**src/rtl/ec_scalar_mul_ctrl.sv**
```systemverilog
// ec_scalar_mul_ctrl
// Left-to-right double-and-add sequencer for k*P on y^2 = x^3 + a*x + b over
// GF(p), p <= 61. It drives a single EC point-add/double unit through its
// in_valid/out_valid handshake. It resolves every degenerate case locally:
// the point at infinity, R + (-R), and doubling a point with y = 0.
//
// Optional feature: define ECSM_TIMEOUT_EN to add a per-request watchdog and
// the out_err port.
//
// state      | meaning
// -----------+-----------------------------------------------------------
// S_IDLE     | waiting for in_valid; latches operands on acceptance
// S_SCAN     | doubling step for bit k[idx] (skip / y=0 rule / request)
// S_DBL_REQ  | one-cycle doubling request to the EC unit (P = Q = R)
// S_DBL_WAIT | waiting for the doubling result
// S_BIT_ADD  | conditional add of B for bit k[idx]
// S_ADD_REQ  | one-cycle addition request to the EC unit (P = R, Q = B)
// S_ADD_WAIT | waiting for the addition result
// S_NEXT     | advance to the next lower scalar bit, or finish
// S_DONE     | one-cycle result strobe
module ec_scalar_mul_ctrl #(
  parameter int K_W         = 6,
  parameter int TIMEOUT_CYC = 1000
) (
  input  logic           clk,
  input  logic           rst_n,
  input  logic           in_valid,
  input  logic [5:0]     in_Px,
  input  logic [5:0]     in_Py,
  input  logic [K_W-1:0] in_k,
  input  logic [5:0]     in_prime,
  input  logic [5:0]     in_a,
  output logic           out_valid,
  output logic [5:0]     out_Rx,
  output logic [5:0]     out_Ry,
  output logic           out_inf,
`ifdef ECSM_TIMEOUT_EN
  output logic           out_err,
`endif
  output logic           ec_in_valid,
  output logic [5:0]     ec_Px,
  output logic [5:0]     ec_Py,
  output logic [5:0]     ec_Qx,
  output logic [5:0]     ec_Qy,
  output logic [5:0]     ec_prime,
  output logic [5:0]     ec_a,
  input  logic           ec_out_valid,
  input  logic [5:0]     ec_Rx,
  input  logic [5:0]     ec_Ry
);

  localparam int IW = (K_W > 1) ? $clog2(K_W) : 1;

  typedef enum logic [3:0] {
    S_IDLE,
    S_SCAN,
    S_DBL_REQ,
    S_DBL_WAIT,
    S_BIT_ADD,
    S_ADD_REQ,
    S_ADD_WAIT,
    S_NEXT,
    S_DONE
  } state_t;

  state_t         state, state_nxt;

  logic [5:0]     bx, by, p_r, a_r;
  logic [K_W-1:0] k_r;

  logic [5:0]     rx, ry, rx_nxt, ry_nxt;
  logic           rinf, rinf_nxt;
  logic [IW-1:0]  idx, idx_nxt;
  // set when a double was issued from BIT_ADD (R == B), so its result
  // finishes the bit instead of going on to the add step
  logic           dbl_tail, dbl_tail_nxt;

  logic           accept;
  logic           cur_bit;
  logic           tmo_hit;
  logic           abort;

  assign accept  = (state == S_IDLE) && in_valid;
  assign cur_bit = k_r[idx];

`ifdef ECSM_TIMEOUT_EN
  localparam int TW = $clog2(TIMEOUT_CYC + 1);

  logic [TW-1:0] tmo_cnt;
  logic          err_q;
  logic          waiting;

  assign waiting = (state == S_DBL_WAIT) || (state == S_ADD_WAIT);

  // Watchdog: reload on every EC request, count down while waiting. Expiry
  // lands the FSM in DONE exactly TIMEOUT_CYC cycles after ec_in_valid.
  always_ff @(posedge clk or negedge rst_n) begin
    if (!rst_n) begin
      tmo_cnt <= '0;
    end else if ((state == S_DBL_REQ) || (state == S_ADD_REQ)) begin
      tmo_cnt <= TW'(TIMEOUT_CYC - 1);
    end else if (waiting && (tmo_cnt != '0)) begin
      tmo_cnt <= tmo_cnt - TW'(1);
    end
  end

  assign tmo_hit = waiting && !ec_out_valid && (tmo_cnt == TW'(1));

  // Abort flag: cleared by each new request, set when the watchdog expires.
  always_ff @(posedge clk or negedge rst_n) begin
    if (!rst_n) begin
      err_q <= 1'b0;
    end else if (accept) begin
      err_q <= 1'b0;
    end else if (tmo_hit) begin
      err_q <= 1'b1;
    end
  end

  assign abort = err_q;
`else
  assign tmo_hit = 1'b0;
  assign abort   = 1'b0;
`endif

  // Operand capture: request inputs are only sampled while idle.
  always_ff @(posedge clk or negedge rst_n) begin
    if (!rst_n) begin
      bx  <= '0;
      by  <= '0;
      p_r <= '0;
      a_r <= '0;
      k_r <= '0;
    end else if (accept) begin
      bx  <= in_Px;
      by  <= in_Py;
      p_r <= in_prime;
      a_r <= in_a;
      k_r <= in_k;
    end
  end

  // State register and accumulator.
  always_ff @(posedge clk or negedge rst_n) begin
    if (!rst_n) begin
      state    <= S_IDLE;
      rx       <= '0;
      ry       <= '0;
      rinf     <= 1'b0;
      idx      <= '0;
      dbl_tail <= 1'b0;
    end else begin
      state    <= state_nxt;
      rx       <= rx_nxt;
      ry       <= ry_nxt;
      rinf     <= rinf_nxt;
      idx      <= idx_nxt;
      dbl_tail <= dbl_tail_nxt;
    end
  end

  // Next-state, accumulator update and all outputs (zero unless asserted).
  always_comb begin
    state_nxt    = state;
    rx_nxt       = rx;
    ry_nxt       = ry;
    rinf_nxt     = rinf;
    idx_nxt      = idx;
    dbl_tail_nxt = dbl_tail;

    out_valid    = 1'b0;
    out_Rx       = '0;
    out_Ry       = '0;
    out_inf      = 1'b0;
`ifdef ECSM_TIMEOUT_EN
    out_err      = 1'b0;
`endif
    ec_in_valid  = 1'b0;
    ec_Px        = '0;
    ec_Py        = '0;
    ec_Qx        = '0;
    ec_Qy        = '0;
    ec_prime     = '0;
    ec_a         = '0;

    case (state)
      S_IDLE: begin
        if (in_valid) begin
          state_nxt    = S_SCAN;
          rinf_nxt     = 1'b1;
          rx_nxt       = '0;
          ry_nxt       = '0;
          idx_nxt      = IW'(K_W - 1);
          dbl_tail_nxt = 1'b0;
        end
      end

      S_SCAN: begin
        dbl_tail_nxt = 1'b0;
        if (rinf) begin
          state_nxt = S_BIT_ADD;
        end else if (ry == '0) begin
          // 2R = O for a point of order 2; the EC unit cannot do this
          rinf_nxt  = 1'b1;
          state_nxt = S_BIT_ADD;
        end else begin
          state_nxt = S_DBL_REQ;
        end
      end

      S_DBL_REQ: begin
        ec_in_valid = 1'b1;
        ec_Px       = rx;
        ec_Py       = ry;
        ec_Qx       = rx;
        ec_Qy       = ry;
        ec_prime    = p_r;
        ec_a        = a_r;
        state_nxt   = S_DBL_WAIT;
      end

      S_DBL_WAIT: begin
        if (ec_out_valid) begin
          rx_nxt    = ec_Rx;
          ry_nxt    = ec_Ry;
          state_nxt = dbl_tail ? S_NEXT : S_BIT_ADD;
        end else if (tmo_hit) begin
          state_nxt = S_DONE;
        end
      end

      S_BIT_ADD: begin
        if (!cur_bit) begin
          state_nxt = S_NEXT;
        end else if (rinf) begin
          // O + B = B
          rx_nxt    = bx;
          ry_nxt    = by;
          rinf_nxt  = 1'b0;
          state_nxt = S_NEXT;
        end else if (rx == bx) begin
          if (ry != by) begin
            // R = -B, sum is the point at infinity
            rinf_nxt  = 1'b1;
            state_nxt = S_NEXT;
          end else if (ry == '0) begin
            rinf_nxt  = 1'b1;
            state_nxt = S_NEXT;
          end else begin
            // R = B: the add degenerates into a double
            dbl_tail_nxt = 1'b1;
            state_nxt    = S_DBL_REQ;
          end
        end else begin
          state_nxt = S_ADD_REQ;
        end
      end

      S_ADD_REQ: begin
        ec_in_valid = 1'b1;
        ec_Px       = rx;
        ec_Py       = ry;
        ec_Qx       = bx;
        ec_Qy       = by;
        ec_prime    = p_r;
        ec_a        = a_r;
        state_nxt   = S_ADD_WAIT;
      end

      S_ADD_WAIT: begin
        if (ec_out_valid) begin
          rx_nxt    = ec_Rx;
          ry_nxt    = ec_Ry;
          state_nxt = S_NEXT;
        end else if (tmo_hit) begin
          state_nxt = S_DONE;
        end
      end

      S_NEXT: begin
        if (idx == '0) begin
          state_nxt = S_DONE;
        end else begin
          idx_nxt   = idx - IW'(1);
          state_nxt = S_SCAN;
        end
      end

      S_DONE: begin
        out_valid = 1'b1;
        out_inf   = rinf && !abort;
        if (!rinf && !abort) begin
          out_Rx = rx;
          out_Ry = ry;
        end
`ifdef ECSM_TIMEOUT_EN
        out_err   = abort;
`endif
        state_nxt = S_IDLE;
      end

      default: begin
        state_nxt = S_IDLE;
      end
    endcase
  end

endmodule

```
**config.mk**
```make
export PLATFORM = sky130hd
export DESIGN_NAME = ec_scalar_mul_ctrl
export DESIGN_NICKNAME = d
export VERILOG_FILES = /design/src/rtl/ec_scalar_mul_ctrl.sv
export SDC_FILE = /design/constraint.sdc
export NUM_CORES = 1
export LEC_CHECK = 0
export CAP_MARGIN = 25
export CORE_AREA = 2 2 97 99
export CTS_CLUSTER_DIAMETER = 100
export DETAILED_ROUTE_END_ITERATION = 7
export DIE_AREA = 0 0 99 101
export SYNTH_ARGS = -nofsm -noshare
export SYNTH_HDL_FRONTEND = slang
export SYNTH_SLANG_ARGS = --single-unit
```
**constraint.sdc**
```tcl
create_clock -name clk -period 1.85 [get_ports clk]
set_clock_uncertainty 0.1 [all_clocks]
set_input_delay 0.37 -clock clk [delete_from_list [all_inputs] [get_ports clk]]
set_output_delay 0.37 -clock clk [all_outputs]
set_load 0.01 [all_outputs]
```
==> metrics.json <==
{
  "failed_checks": "setup timing",
  "syn_area_um2": 3040,
  "post_drt_via_cell_ratio": 5.15,
  "number_of_global_route_vias_before_repair": 2755,
  "hpwl_um": 5890,
  "width_of_the_die_um": 99,
  "ff_latch_area_um2": 1280,
  "worstPathArrival_ps": 1850,
  "antenna_found_initial": 0,
  "firstDrtPassIters": 4,
  "synth_top_area_frac": 0.420,
  "post-route-period-util": 1.25,
  "report.final.setup_viol": 96,
  "synth_area_per_inst_um2": 11.1,
  "sequential_area_share_after_synthesis": 0.420,
  "syn_nets": 322,
  "row_cnt": 35,
  "detail_route.drc_violations": 0,
  "grt_first_pass_wirelength_um": 14000,
  "areaGrowthSynthToFinish_pct": 68.6,
  "detail_route.wl_per_cell_um": 17.7,
  "rsz0062_at_grt": "yes",
  "cts_max_path_buffers": 2,
  "antenna_cells_inserted": 0,
  "cts_num_sinks": 51,
  "gpl.final_weighted_congestion": 0.798,
  "number_of_enable_flip_flop_cells_after_synthesis": 0,
  "post_route_cells_drive_above_1_share": 0.528,
  "dr_total_vias": 2818,
  "number_of_antenna_violating_nets_in_the_routed_design": 0,
  "startpoint_type": "flip-flop",
  "tightest_slew_ps": 383,
  "ios": 97,
  "relative_slew_slack": 0.745,
  "cts-root-buf": "sky130_fd_sc_hd__clkbuf_8",
  "n_fill_cell": 790,
  "end_kind": "output port",
  "tritoncts": "built",
  "core_area_um2": 8980,
  "ir_worst_vdd_mv": 0.651,
  "synth_largest_area_cell": "sky130_fd_sc_hd__dfrtp_1",
  "timing.final.ws_setup_ps": -466,
  "die_h_um": 101,
  "final_worst_path_period_need_ps": 2320,
  "min-delay-path-class": "reg -> reg",
  "design.final.nets": 484,
  "outcome": "finished with violations",
  "cellLeakagePower_nw": 2.41,
  "overall_global_routing_usage": 0.177,
  "synth_cell_types": 46,
  "finalHoldViolations": 0,
  "final_core_utilization": 0.571,
  "yosysWarningCount": 0,
  "worst-endpoint-required_ps": 1380,
  "type_of_the_worst_setup_path": "reg -> out",
  "cts.clk_slew.worst_paths_ps": 100,
  "drv_slew": 0,
  "final_cell_area_um2": 5120,
  "floorplan.initialDensity": 0.339,
  "numPortBuffers": 96,
  "cts-htree-levels": 2,
  "power_per_cell_area_nw_per_um2": 1630,
  "drt_first_iter_violations": 162,
  "synth_top_cells_by_area": "sky130_fd_sc_hd__dfrtp_1, sky130_fd_sc_hd__mux2_1, sky130_fd_sc_hd__a22o_1",
  "post_synth_inst_count": 274,
  "placed_inst_area_um2": 4450,
  "cp_max_fo": 13,
  "drt_wl_total_um": 9660,
  "global_route_overflow": 0,
  "fmaxAchievable_mhz": 432,
  "grt_max_degree": 52,
  "area_of_the_multi_input_gates_um2": 2000,
  "postSynth.topFlopCell": "sky130_fd_sc_hd__dfrtp_1",
  "postSynth.asyncResetShare": 1.00,
  "tritoncts.num_buffers": 5,
  "die_area_um2": 10000,
  "worst_slack_at_placement_ps": -727,
  "maxCapViolCount": 0,
  "clk_latency_ps": 310,
  "ys_ff_latch": 51,
  "timing.reg2reg.setup_slack_ps": -390
}
## sequential cells by signal, summed over array words and instances, names as in the netlist
register and flops:
dbl_tail 1, idx 3, rinf 1, state 4, p_r 6, by 6, k_r 6, rx 6
bx 6, a_r 6, ry 6
## power by group
part	total, mW	internal (mW)	switching, mW
Clock	0.697	0.302	0.395
Combinational	5.58	3.13	2.45
Sequential	2.07	1.61	0.456
## layout by cell type (no fill, tap or decap), types with 2 or more instances in the layout
master,n
sky130_fd_sc_hd__nor2_1,10
sky130_fd_sc_hd__ha_1,2
sky130_fd_sc_hd__nor4_4,2
sky130_fd_sc_hd__nor2b_2,5
sky130_fd_sc_hd__a21oi_1,6
sky130_fd_sc_hd__nand4_1,2
sky130_fd_sc_hd__o21ai_0,2
sky130_fd_sc_hd__dfrtp_2,3
sky130_fd_sc_hd__o22ai_1,2
sky130_fd_sc_hd__a211oi_1,2
sky130_fd_sc_hd__buf_8,2
sky130_fd_sc_hd__dfrtp_1,48
sky130_fd_sc_hd__and2_4,11
sky130_fd_sc_hd__nor3_1,4
sky130_fd_sc_hd__nor3_2,3
sky130_fd_sc_hd__clkbuf_16,3
sky130_fd_sc_hd__mux2i_1,3
sky130_fd_sc_hd__and2_1,3
sky130_fd_sc_hd__inv_2,3
sky130_fd_sc_hd__buf_6,36
sky130_fd_sc_hd__nor2b_4,3
sky130_fd_sc_hd__nor3b_2,2
sky130_fd_sc_hd__buf_12,6
sky130_fd_sc_hd__nor3_4,4
sky130_fd_sc_hd__xor2_1,12
sky130_fd_sc_hd__inv_1,3
sky130_fd_sc_hd__nor4_2,3
sky130_fd_sc_hd__buf_2,36
sky130_fd_sc_hd__buf_4,44
sky130_fd_sc_hd__a31oi_1,2
sky130_fd_sc_hd__clkbuf_8,6
sky130_fd_sc_hd__nand2_1,6
sky130_fd_sc_hd__mux2_4,41
sky130_fd_sc_hd__clkdlybuf4s50_1,44
sky130_fd_sc_hd__a22o_1,24
sky130_fd_sc_hd__nor2_4,5
sky130_fd_sc_hd__nor2b_1,18
## critical path, cell delays in order (launching register included)
cell	delay (ps)
sky130_fd_sc_hd__dfrtp_2	430
sky130_fd_sc_hd__buf_6	130
sky130_fd_sc_hd__nor4_4	240
sky130_fd_sc_hd__buf_4	180
sky130_fd_sc_hd__buf_6	100
sky130_fd_sc_hd__nor2_4	30
sky130_fd_sc_hd__buf_12	140
sky130_fd_sc_hd__nor2b_1	130
sky130_fd_sc_hd__buf_2	140
## synth_stat cells, types with 4 or more instances
cell	count
sky130_fd_sc_hd__and2_1	14
sky130_fd_sc_hd__nor2b_1	26
sky130_fd_sc_hd__clkbuf_1	8
sky130_fd_sc_hd__nor4_1	4
sky130_fd_sc_hd__a21oi_1	6
sky130_fd_sc_hd__inv_1	6
sky130_fd_sc_hd__xor2_1	13
sky130_fd_sc_hd__mux2_4	10
sky130_fd_sc_hd__nor2_1	14
sky130_fd_sc_hd__a22o_1	24
sky130_fd_sc_hd__nor3_1	6
sky130_fd_sc_hd__nand2_1	7
sky130_fd_sc_hd__dfrtp_1	51
sky130_fd_sc_hd__mux2_1	32
## cell type report
type | instances | share of cell area
Inverter | 6 | 0.00439
Tap cell | 111 | 0.0271
Timing Repair Buffer | 172 | 0.311
Clock buffer | 6 | 0.0161
Clock inverter | 1 | 0.00171
Multi-Input combinational cell | 200 | 0.390
Sequential cell | 51 | 0.250
## metal layers
layer	global-route usage	routed length, um
met5	0	0
met4	0.0348	144
met3	0.0492	702
met2	0.307	4740
met1	0.221	4070
## logic make-up after synthesis
kind of cell               after synthesis  share of synthesized area
muxes                                   45                      0.178
and+or+nand+nor                         87                      0.179
DFF                                     51                      0.420
xor gates and xnor gates                14                     0.0403
adders and majority gates                2                    0.00823
buffers and inverters                   24                     0.0436
AOI/OAI and AO/OA                       51                      0.131
## repair_timing
| item | CTS | global route |
|---|---|---|
| pin swaps | 8 | 21 |
| gates cloned | 2 | 4 |
| gates resized for setup | 236 | 102 |
| setup buffers | 18 | 16 |
| endpoints found under the hold margin | 51 | 0 |
| hold buffers | 1 | 0 |
| endpoints found under the setup margin | 98 | 99 |
## worst paths after layout
path / start / end / cells past startpoint
min: p_r[3]$_DFFE_PN0P_ / p_r[3]$_DFFE_PN0P_ / 1
min reg2reg: p_r[3]$_DFFE_PN0P_ / p_r[3]$_DFFE_PN0P_ / 1
max reg2reg: state[2]$_DFFE_PN0P_ / ry[5]$_DFFE_PN0P_ / 7
max in group asynchronous: rst_n / idx[0]$_DFFE_PN0P_ / 3
max: state[2]$_DFFE_PN0P_ / ec_Py[1] / 8
min in group asynchronous: rst_n / p_r[5]$_DFFE_PN0P_ / 3
## through the flow
stage          std cells  total power [mW]  hold WS, ps  setup TNS, ps
4_1_cts              535              7.50          390         -26980
6_report             547              8.35          407         -32260
3_5_place_dp         508              6.18          289         -40060
2_1_floorplan        274              4.54        -25.6          -4860
5_1_grt              547              8.83          421         -38810
3_3_place_gp         508              6.11          289         -35980
No activity file was read; power rests on OpenSTA's default activity.
